[config.mk]
export PLATFORM = sky130hd
export DESIGN_NAME = pipeline_hazard_ctrl
export DESIGN_NICKNAME = d
export VERILOG_FILES = /design/src/rtl/pipeline_hazard_ctrl.sv
export SDC_FILE = /design/constraint.sdc
export NUM_CORES = 1
export LEC_CHECK = 0
export BUFFER_PORTS_ARGS = -buffer_cell sky130_fd_sc_hd__buf_2
export CAP_MARGIN = 20
export CORE_MARGIN = 8
export CORE_UTILIZATION = 34
export DETAILED_ROUTE_END_ITERATION = 10
export GPL_TIMING_DRIVEN = 0
export PLACE_DENSITY = 0.74
export SYNTH_ARGS = -nofsm -noshare
export SYNTH_HDL_FRONTEND = slang
export SYNTH_SLANG_ARGS = --single-unit
export TNS_END_PERCENT = 50
[constraint.sdc]
create_clock -name clk -period 0.9 [get_ports clk]
set_input_delay 0.09 -clock clk [delete_from_list [all_inputs] [get_ports clk]]
set_output_delay 0.09 -clock clk [all_outputs]
set_load 0.01 [all_outputs]
[src/rtl/pipeline_hazard_ctrl.sv]
// rtl/pipeline_hazard_ctrl.sv - load-use / branch / memory-wait hazard controller
// Optional HAZ_PERF_EN builds saturating stall and flush performance counters.
module pipeline_hazard_ctrl #(
  parameter int REG_DIR_W   = 4,
  parameter int MEM_TIMEOUT = 8
) (
  input  logic                 clk,
  input  logic                 rst_n,
  input  logic [REG_DIR_W-1:0] id_srcA_dir,
  input  logic [REG_DIR_W-1:0] id_srcB_dir,
  input  logic                 id_useA,
  input  logic                 id_useB,
  input  logic [REG_DIR_W-1:0] ex_dst_dir,
  input  logic                 ex_is_load,
  input  logic                 ex_valid,
  input  logic                 branch_taken,
  input  logic                 mem_req,
  input  logic                 mem_ack,
  output logic                 pc_hold,
  output logic                 stall_if_id,
  output logic                 stall_id_exe,
  output logic                 stall_exe_mem,
  output logic                 bubble_if_id,
  output logic                 bubble_id_exe,
  output logic                 bubble_mem_wb,
  output logic                 mem_err,
  output logic [15:0]          stall_cycles,
  output logic [15:0]          flush_count
);

  localparam int CW = $clog2(MEM_TIMEOUT + 1);
  localparam logic [CW-1:0] TIMEOUT_CNT = CW'(MEM_TIMEOUT);

  typedef enum logic {RUN, MEM_WAIT} state_t;

  state_t        state, state_nxt;
  logic [CW-1:0] wait_cnt, wait_cnt_nxt;
  logic          mem_err_nxt;
  logic          lu;
  logic          hazard_en;
  logic          flush;

  assign lu = ex_valid & ex_is_load &
              ((id_useA & (id_srcA_dir == ex_dst_dir)) |
               (id_useB & (id_srcB_dir == ex_dst_dir)));

  always_ff @(posedge clk or negedge rst_n) begin
    if (!rst_n) begin
      state    <= RUN;
      wait_cnt <= '0;
      mem_err  <= 1'b0;
    end else begin
      state    <= state_nxt;
      wait_cnt <= wait_cnt_nxt;
      mem_err  <= mem_err_nxt;
    end
  end

  always_comb begin
    state_nxt     = state;
    wait_cnt_nxt  = wait_cnt;
    mem_err_nxt   = mem_err;
    pc_hold       = 1'b0;
    stall_if_id   = 1'b0;
    stall_id_exe  = 1'b0;
    stall_exe_mem = 1'b0;
    bubble_if_id  = 1'b0;
    bubble_id_exe = 1'b0;
    bubble_mem_wb = 1'b0;
    hazard_en     = 1'b0;
    flush         = 1'b0;

    if (state == RUN) begin
      if (mem_req && !mem_ack) begin
        {pc_hold, stall_if_id, stall_id_exe, stall_exe_mem, bubble_mem_wb} = 5'b11111;
        state_nxt    = MEM_WAIT;
        wait_cnt_nxt = CW'(1);
      end else begin
        hazard_en = 1'b1;
      end
    end else if (mem_ack) begin
      state_nxt    = RUN;
      wait_cnt_nxt = '0;
      hazard_en    = 1'b1;
    end else if (wait_cnt < TIMEOUT_CNT) begin
      {pc_hold, stall_if_id, stall_id_exe, stall_exe_mem, bubble_mem_wb} = 5'b11111;
      wait_cnt_nxt = wait_cnt + CW'(1);
    end else begin
      // Abort: release the pipeline and drop the stuck access as a NOP into WB.
      bubble_mem_wb = 1'b1;
      mem_err_nxt   = 1'b1;
      state_nxt     = RUN;
      wait_cnt_nxt  = '0;
      hazard_en     = 1'b1;
    end

    // Branch squashes the ID instruction, so its load-use result is moot.
    if (hazard_en) begin
      if (branch_taken) begin
        bubble_if_id  = 1'b1;
        bubble_id_exe = 1'b1;
        flush         = 1'b1;
      end else if (lu) begin
        pc_hold       = 1'b1;
        stall_if_id   = 1'b1;
        bubble_id_exe = 1'b1;
      end
    end

    // Pipeline registers have no reset; flush NOPs in while rst_n is low.
    if (!rst_n) begin
      pc_hold       = 1'b1;
      stall_if_id   = 1'b0;
      stall_id_exe  = 1'b0;
      stall_exe_mem = 1'b0;
      bubble_if_id  = 1'b1;
      bubble_id_exe = 1'b1;
      bubble_mem_wb = 1'b1;
      flush         = 1'b0;
    end
  end

`ifdef HAZ_PERF_EN
  logic [15:0] stall_q, flush_q;

  always_ff @(posedge clk or negedge rst_n) begin
    if (!rst_n) begin
      stall_q <= '0;
      flush_q <= '0;
    end else begin
      if (pc_hold && (stall_q != 16'hFFFF)) stall_q <= stall_q + 16'd1;
      if (flush && (flush_q != 16'hFFFF)) flush_q <= flush_q + 16'd1;
    end
  end

  assign stall_cycles = stall_q;
  assign flush_count  = flush_q;
`else
  assign stall_cycles = 16'd0;
  assign flush_count  = 16'd0;
`endif

endmodule

==> results.ini, run 1 <==
[outcome]
status = finished, violations left
failed_checks = negative setup slack

[clock_network]
clockBufferDepth = 2
htreeDepth = 1
root_buffer = clkbuf_4
clk_latency_ns = 0.25
clkTransAtPathRegs_ns = 0.05
clock-sinks = 6
cts_buffers = 3
cts_tree = built

[pwr]
powerDensity_nw_per_um2 = 958
p_leak_nw = 0.658
combPwrFrac_pct = 45.7
p_switching_mw = 0.371
p_clk_share_pct = 23.6
ir_worst_vdd_mv = 0.804
pwr-share-seq_pct = 30.7
power_mw = 1.08
internal_power_mw = 0.705
swShare_pct = 34.5

[timing]
max_freq_mhz = 660
hold_viol_final = 0
fin_ws_ns = -0.616
rsz0062_at_grt = true
fin_crit_ns = 1.52
skew_ns = 0.00510
setup_viol = 11
drv_slew = 0
fin_crit_sh_pct = 168
timing.hold.ws_ns = 0.0857
finalSetupTns_ns = -4.42

[routing]
dr.pass1.iters = 4
via_count = 657
drc = 0
drt_iter0_drc = 19
avgRoutedWirePerCell_um = 10.6
wirelength_um = 1870
ant_nets = 0
viasPerCell = 3.71

[grt]
globalRouteTotalUtil_pct = 9.56
grt_pass1_vias = 593
grt_max_degree = 7
grt_overflow = 0
grt_pass1_wl_um = 2730
antenna_found_initial = 0

[finish]
antenna_cells_inserted = 0
nets = 174
final_common_cell = buf_4
fillers = 200
syn_to_final_growth_pct = 58.9
final_cell_mix = buf_4, conb_1, buf_2
drive_above_1_share_pct = 53.3

[setup_path]
worstPathMaxFanout = 5
slowest_stage = dfrtp_2
path_cells = nand2b_4 > a21oi_4 > a41oi_2 > a21boi_2 > buf_2
worstSetupEndpointType = output pin
path_class = reg -> out
slowest_delay_ns = 0.42
worstSetupStartpointType = flop
critPathArrivalTime_ns = 1.43
cp.required_ns = 0.81

[synth]
yosysWarnings = 0
syn_area_um2 = 707
ys_ff_latch = 6
synthDistinctLibCells = 27
ys_seq_area_share_pct = 21.2
synth.avg_cell_area_um2 = 8.32
synthCells = 85

[floorplanning]
dieHeight_um = 61.6
die_area_um2 = 3790
core_um2 = 1960
fp.dieW_um = 61.6
row_count = 16
initial_core_util_pct = 36.0
num_io_pins = 61

[worst_hold_path]
hold_path.class = in -> reg

[run]
drv_cap = 0

[place]
io_buffers = 28
gp_congestion = 0.686
dp_hpwl_um = 1540

[area by class of cell]
cell class / instances / area, um2 / share of cell area (%)
multi-input cells: 74 / 463 / 41.2
plain buffers: 33 / 251 / 22.4
repair buffers: 31 / 190 / 16.9
flip-flops and latches: 6 / 151 / 13.5
well taps: 27 / 33.8 / 3.01
clock buffers: 3 / 22.5 / 2.00
inverters: 3 / 11.3 / 1.00
[cell families after synthesis]
family	Yosys count	synth area share, %
other cells	1	0.530
simple gates	19	14.3
xor+xnor	9	11.2
flops	6	21.2
buf+inv	36	36.6
fa+ha+maj	1	1.77
compound gates	13	14.3
[critical path, delay by kind of cell, from the launching register on]
family | cells | cell delay (ns)
flops | 1 | 0.42
compound gates | 3 | 0.46
buf+inv | 1 | 0.14
simple gates | 1 | 0.16
[path summary, 6_finish.rpt]
path	start	end	slack, ns	cells after the start
setup reg to reg	state	wait_cnt[2]	-0.19	4
hold / removal	mem_ack	state	0.09	2
setup / recovery	state	stall_if_id	-0.62	5
min in group asynchronous	rst_n	wait_cnt[0]	0.35	2
hold reg to reg	mem_err	mem_err	0.47	1
max in group asynchronous	rst_n	state	0.31	2
[synthesized netlist by cell type, drive strengths merged]
master / n / area, um2
buf: 33 / 248
xor2: 7 / 61.3
dfrtp: 6 / 150
nor2: 5 / 18.8
nand2: 4 / 15.0
o21ai: 4 / 20.0
inv: 3 / 11.3
a21oi: 2 / 21.3
a22o: 2 / 17.5
and2: 2 / 15.0
nand2b: 2 / 20.0
nand3: 2 / 10.0
nor3: 2 / 10.0
xnor2: 2 / 17.5
a21boi: 1 / 7.51
a21o: 1 / 7.51
a31o: 1 / 8.76
a32o: 1 / 10.0
a41oi: 1 / 8.76
conb: 1 / 3.75
ha: 1 / 12.5
nand4: 1 / 6.26
nor2b: 1 / 6.26
[layer usage]
| metal | global-route usage (%) | part of all wire (%) | vias to the layer above |
|---|---|---|---|
| met5 | 0 | 0 | - |
| met4 | 2.92 | 0 | 0 |
| met3 | 5.01 | 17 | 0 |
| met2 | 17.3 | 51 | 34 |
| met1 | 9.10 | 31 | 279 |
| li1 | - | - | 344 |
[state kept, by name, summed over array words and instances (netlist names)]
name      count
wait_cnt      4
mem_err       1
state         1
[through the flow]
stage	utilization (%)	cells	setup WS [ns]	cell area, um2
after global placement	52.0	171	-0.379	1020
after global routing	57.3	177	-0.687	1120
after detailed placement	52.0	171	-0.386	1020
final	57.3	177	-0.616	1120
after floorplan	-	116	-0.228	846
after CTS	56.4	176	-0.609	1110
[power groups by stage]
stage / Sequential [mW] / Combinational, mW / Clock, mW
floorplan: 0.317 / 0.316 / 0
global route: 0.332 / 0.546 / 0.278
global placement: 0.322 / 0.415 / 0
finish: 0.330 / 0.492 / 0.254
detailed placement: 0.323 / 0.421 / 0
CTS: 0.329 / 0.461 / 0.258
[what timing repair did]
action,CTS,global route
endpoints found under the setup margin,12,12
gates cloned,0,0
endpoints found under the hold margin,6,0
gates resized for setup,9,4
hold buffers,1,0
setup buffers,1,1
pin swaps,4,4
(Power assumes the default switching activity.)
==> run 2, diff against run 1 <==
SKIP_LAST_GASP = 1   (was unset)
==> results.ini, run 2 (synthesis gave the netlist of run 1 again) <==
[pwr]
p_switching_mw = 0.348  ; -6.1%
p_leak_nw = 0.655  ; -0.39%
p_clk_share_pct = 24.1  ; +0.5 points
powerDensity_nw_per_um2 = 945  ; -1.4%
ir_worst_vdd_mv = 0.798  ; -0.73%
swShare_pct = 33.6  ; -0.89 points
internal_power_mw = 0.689  ; -2.3%
pwr-share-seq_pct = 30.9  ; +0.2 points
combPwrFrac_pct = 44.9  ; -0.8 points

[routing]
viasPerCell = 3.61  ; -2.7%
top_layer = met3
ant_nets = 0  ; unchanged
via_count = 639  ; -2.7%
wl_met2_um = 886  ; -7.6%
wl_met1_um = 568  ; -3.4%
drc = 0  ; unchanged
drt_iter0_drc = 9  ; -10
wirelength_um = 1780  ; -4.7%
dr.pass1.iters = 3  ; -1
wl_met3_um = 329  ; +1.5%
avgRoutedWirePerCell_um = 10.1  ; -4.7%

[timing]
setup_viol = 11  ; unchanged
fin_ws_ns = -0.605  ; +0.0102 ns
fin_crit_sh_pct = 167  ; -1.1 points
rsz0062_at_grt = true
finalSetupTns_ns = -4.17  ; +0.251 ns
max_freq_mhz = 664  ; +0.68%
hold_viol_final = 0  ; unchanged
skew_ns = 0.00349  ; -0.00161 ns
fin_crit_ns = 1.51  ; -0.0102 ns
drv_slew = 0  ; unchanged

[clock_network]
cts_tree = built
root_buffer = clkbuf_4
clk_latency_ns = 0.25  ; about the same
cts_buffers = 3  ; unchanged
clkTransAtPathRegs_ns = 0.05  ; about the same
clockBufferDepth = 2  ; unchanged
htreeDepth = 1  ; unchanged
clock-sinks = 6  ; unchanged

[run]
drv_cap = 0  ; unchanged

[place]
gp_congestion = 0.686  ; unchanged
placed_area_um2 = 1020  ; unchanged
dpl_worst_slack_ns = -0.386  ; unchanged
dp_hpwl_um = 1540  ; unchanged
post-place-cells = 171  ; unchanged
io_buffers = 28  ; unchanged

[finish]
nets = 174  ; unchanged
utilization_pct = 56.0  ; -1.3 points
reg.largest.list = wait_cnt: 4 flops, mem_err: 1 flops, state: 1 flops
fillers = 204  ; +2.0%
top_register = wait_cnt
multi_input_area_um2 = 444  ; -4.1%
fin_area_um2 = 1100  ; -2.2%
ff_latch_area_um2 = 151  ; unchanged
final_cells = 177  ; unchanged
final_cell_mix = buf_4, conb_1, buf_2
drive_above_1_share_pct = 51.3  ; -2.0 points
largest_reg_flops = 4  ; unchanged
antenna_cells_inserted = 0  ; unchanged
syn_to_final_growth_pct = 55.4
final_common_cell = buf_4

[setup_path]
critPathArrivalTime_ns = 1.42  ; about the same
worstSetupEndpointType = output pin
ff2ff_setup_slack_ns = -0.19  ; about the same
cp.required_ns = 0.81  ; about the same
path_cells = nand2b_4 > a21oi_4 > a41oi_2 > a21boi_2 > buf_2
worstSetupStartpointType = flop
worstPathMaxFanout = 5  ; unchanged
path_class = reg -> out
slowest_stage = dfrtp_2
slowest_delay_ns = 0.42  ; about the same

[floorplanning]
die_area_um2 = 3790  ; unchanged
fp.dieW_um = 61.6  ; unchanged
initial_core_util_pct = 36.0  ; unchanged
dieHeight_um = 61.6  ; unchanged
num_io_pins = 61  ; unchanged
core_um2 = 1960  ; unchanged
row_count = 16  ; unchanged

[grt]
grt_max_degree = 7  ; unchanged
grt_pass1_vias = 584  ; -1.5%
globalRouteTotalUtil_pct = 8.89  ; -0.67 points
grt_overflow = 0  ; unchanged
grt_pass1_wl_um = 2550  ; -6.6%
antenna_found_initial = 0  ; unchanged

[outcome]
status = finished, violations left
failed_checks = negative setup slack

[worst_hold_path]
hold_path.class = in -> reg

run 2: power groups by stage:
stage | sequential [mW] | clock [mW] | combinational (mW)
2_1_floorplan | 0.317 | 0 | 0.316
3_3_place_gp | 0.322 | 0 | 0.415
3_5_place_dp | 0.323 | 0 | 0.421
4_1_cts | 0.321 | 0.258 | 0.446
5_1_grt | 0.323 | 0.278 | 0.517
6_report | 0.321 | 0.250 | 0.466
run 2: critical path: cells and delay by family, from the launching register on:
kind / cells / cell delay (ns)
simple gates: 1 / 0.16
flops: 1 / 0.42
compound gates: 3 / 0.45
buf+inv: 1 / 0.14
run 2: timing repair:
item	CTS	global route
hold buffers	1	0
endpoints found under the hold margin	6	0
resized for setup	4	2
setup buffers	1	1
endpoints found under the setup margin	12	12
pin swaps	3	3
run 2: per-stage QoR:
stage | hold WS, ns | power, mW
after CTS | 0.0681 | 1.03
final | 0.0707 | 1.04
after global routing | 0.0709 | 1.12
after floorplan | -0.206 | 0.633
after global placement | -0.0438 | 0.736
after detailed placement | -0.0422 | 0.745
run 2: per-layer routing:
metal / up-vias / track usage, %
met5: - / 0
met4: 0 / 2.92
met3: 0 / 4.80
met2: 32 / 15.5
met1: 263 / 8.75
li1: 344 / -
run 2: cell type report:
type | count | share of cell area [%]
Clock buffer | 3 | 2.05
Timing Repair Buffer | 31 | 16.7
Tap cell | 27 | 3.08
Multi-Input combinational cell | 74 | 40.4
Sequential cell | 6 | 13.8
Inverter | 3 | 1.03
Buffer | 33 | 22.9
run 2: final timing paths:
kind,end,from,depth (start not counted)
max reg2reg,wait_cnt[2],wait_cnt[0],3
max in group asynchronous,state,rst_n,2
min reg2reg,mem_err,mem_err,1
max,stall_if_id,state,5
min,state,mem_ack,2
min in group asynchronous,wait_cnt[0],rst_n,2
==> run 3, diff against run 2 <==
ABC_AREA = 1   (was unset)
CORE_UTILIZATION = 35   (was 34)
CTS_BUF_LIST = sky130_fd_sc_hd__clkbuf_4   (was unset)
==> results.ini, run 3 <==
[outcome]
status = finished, violations left
failed_checks = negative setup slack

[clock_network]
cts_tree = built
clkTransAtPathRegs_ns = 0.04  ; about the same
htreeDepth = 1  ; unchanged
clk_latency_ns = 0.24  ; about the same
clockBufferDepth = 2  ; unchanged
root_buffer = clkbuf_4
clock-sinks = 6  ; unchanged
cts_buffers = 3  ; unchanged

[timing]
max_freq_mhz = 728  ; +9.5%
setup_viol = 11  ; unchanged
fin_ws_ns = -0.474  ; +0.131 ns
skew_ns = 0.000612  ; -0.00287 ns
finalSetupTns_ns = -3.24  ; +0.935 ns
fin_crit_sh_pct = 153  ; -15 points
hold_viol_final = 0  ; unchanged
fin_crit_ns = 1.37  ; -0.131 ns
rsz0062_at_grt = true
timing.hold.ws_ns = 0.219  ; +0.148 ns
drv_slew = 0  ; unchanged

[synth]
synth_top_area_share_pct = 32.8  ; -2.2 points
synth.most_common_cell = buf_4
synthDistinctLibCells = 21  ; -22%
synth.avg_cell_area_um2 = 6.74  ; -19%
ys_seq_area_share_pct = 19.9  ; -1.3 points
yosysWarnings = 0  ; unchanged
netlist_top_cells_area = buf_4, dfrtp_1, nand2_1, inv_1, nor2_1
syn_area_um2 = 754  ; +6.7%
ys_ff_latch = 6  ; unchanged
ys_top_cells_by_count = buf_4, nand2_1, inv_1
synth_edf_count = 0  ; unchanged
synthCells = 112  ; +32%
synth-main-ff-cell = dfrtp_1
synth.largest_area_cell = buf_4
synthArstFlopShare_pct = 100  ; unchanged

[finish]
antenna_cells_inserted = 0  ; unchanged
syn_to_final_growth_pct = 51.4
reg.largest.list = wait_cnt: 4 flops, mem_err: 1 flops, state: 1 flops
fillers = 217  ; +6.4%
drive_above_1_share_pct = 46.1  ; -5.3 points
nets = 202  ; +16%
final_cells = 206  ; +16%
largest_reg_flops = 4  ; unchanged
fin_area_um2 = 1140  ; +4.0%
final_common_cell = buf_4
final_cell_mix = buf_4, conb_1, buf_2
multi_input_area_um2 = 428  ; -3.7%
top_register = wait_cnt
ff_latch_area_um2 = 150  ; -0.83%

[place]
post-place-cells = 199  ; +16%
io_buffers = 28  ; unchanged
gp_congestion = 0.726  ; +5.7%
dp_hpwl_um = 1640  ; +6.6%
placed_area_um2 = 1060  ; +3.6%

[grt]
antenna_found_initial = 0  ; unchanged
globalRouteTotalUtil_pct = 9.93  ; +1.0 points
grt_pass1_vias = 810  ; +39%
grt_max_degree = 7  ; unchanged
grt_overflow = 0  ; unchanged
grt_pass1_wl_um = 3340  ; +31%

[setup_path]
worstSetupStartpointType = flop
slowest_delay_ns = 0.33  ; -0.09 ns
r2r-start = state
startpoint = state
worstPathMaxFanout = 5  ; unchanged
path_class = reg -> out
path_common_cell = nand2_2
path_cells = inv_2 > nor2_4 > nand2_2 > nand2_2 > inv_4 > a21oi_4 > nand2_1 > buf_2
r2r_end = wait_cnt[2]
ff2ff_setup_slack_ns = -0.14  ; +0.05 ns
worstSetupEndpointType = output pin
reg2reg_depth = 4  ; +1
slowest_stage = dfrtp_1
cp.required_ns = 0.81  ; about the same
critPathArrivalTime_ns = 1.28  ; -0.14 ns

[worst_hold_path]
whs_path_depth = 4  ; +2
min_to = wait_cnt[2]
hold_path.class = in -> reg
min_from = mem_req

[pwr]
p_leak_nw = 0.738  ; +13%
internal_power_mw = 0.695  ; +0.89%
powerDensity_nw_per_um2 = 938  ; -0.66%
swShare_pct = 35.1  ; +1.6 points
ir_worst_vdd_mv = 0.507  ; -36%
p_clk_share_pct = 22.3  ; -1.8 points
pwr-share-seq_pct = 30.4  ; -0.5 points
combPwrFrac_pct = 47.2  ; +2.3 points
power_mw = 1.07  ; +3.3%
p_switching_mw = 0.376  ; +8.1%

[routing]
via_count = 773  ; +21%
viasPerCell = 3.75  ; +3.9%
drc = 0  ; unchanged
ant_nets = 0  ; unchanged
wirelength_um = 1930  ; +8.1%
avgRoutedWirePerCell_um = 9.36  ; -7.1%
drt_iter0_drc = 16  ; +7
dr.pass1.iters = 4  ; +1

[floorplanning]
dieHeight_um = 62.4  ; +1.3%
row_count = 17  ; +1
num_io_pins = 61  ; unchanged
die_area_um2 = 3900  ; +2.7%
fp.dieW_um = 62.4  ; +1.3%
initial_core_util_pct = 35.5  ; -0.56 points
core_um2 = 2130  ; +8.4%

[run]
drv_cap = 0  ; unchanged

-- run 3: metal layers --
layer	vias to the layer above	track usage, %	part of all wire (%)
met5	-	0	0
met4	0	3.42	1.5
met3	4	3.41	6.0
met2	26	18.9	55
met1	335	9.64	38
li1	408	-	-
-- run 3: how the worst max path moves through the flow --
stage	endpoint	slack, ns	cells after the start
after global placement	bubble_id_exe	-0.26	8
after floorplan	stall_id_exe	-0.12	7
after detailed placement	bubble_id_exe	-0.30	8
after global routing	bubble_id_exe	-0.57	8
after CTS	bubble_id_exe	-0.51	8
final	bubble_id_exe	-0.47	8
-- run 3: worst max-delay path: cells and delay by family (launching register included) --
kind	cells	cell delay, ns
AND/OR/NAND/NOR	4	0.32
AO/OA/AOI/OAI	1	0.13
flip-flops	1	0.33
buffers and inverters	3	0.26
-- run 3: stage by stage --
| stage | worst slack (ns) | util, % |
|---|---|---|
| after floorplan | -0.118 | - |
| after global placement | -0.262 | 49.6 |
| after detailed placement | -0.297 | 49.6 |
| after CTS | -0.512 | 53.5 |
| after global routing | -0.572 | 53.7 |
| final | -0.474 | 53.7 |
-- run 3: power by group through the flow --
stage | clock network, mW | logic, mW | registers, mW
after detailed placement | 0 | 0.450 | 0.329
final | 0.240 | 0.506 | 0.326
after global routing | 0.272 | 0.561 | 0.330
after global placement | 0 | 0.437 | 0.328
after floorplan | 0 | 0.333 | 0.326
after CTS | 0.250 | 0.489 | 0.325
-- run 3: area by class of cell --
cell class | count | area share (%)
clock buffer | 3 | 1.97
sequential | 6 | 13.1
inverter | 18 | 6.13
tap | 28 | 3.07
timing repair buffer | 32 | 16.2
buffer | 33 | 22.0
multi-input combinational | 86 | 37.5
-- run 3: what timing repair did --
item | 4_1_cts | 5_1_grt
endpoints found under the hold margin | 6 | 0
gates cloned | 0 | 0
resized for setup | 3 | 3
buffers inserted | 5 | 1
pin swaps | 4 | 6
endpoints found under the setup margin | 9 | 12
hold buffers | 1 | 0
-- run 3: cells by family (layout without fill, tap and decap cells) --
family / count (synthesis) / in the layout / synth area share [%]
adder cells (fa/ha/maj): 1 / 1 / 1.66
AND/OR/NAND/NOR: 42 / 42 / 26.0
other: 1 / 32 / 0.497
AO/OA/AOI/OAI: 9 / 9 / 7.79
buffers and inverters: 51 / 86 / 41.8
XOR/XNOR: 2 / 2 / 2.32
flip-flops: 6 / 6 / 19.9
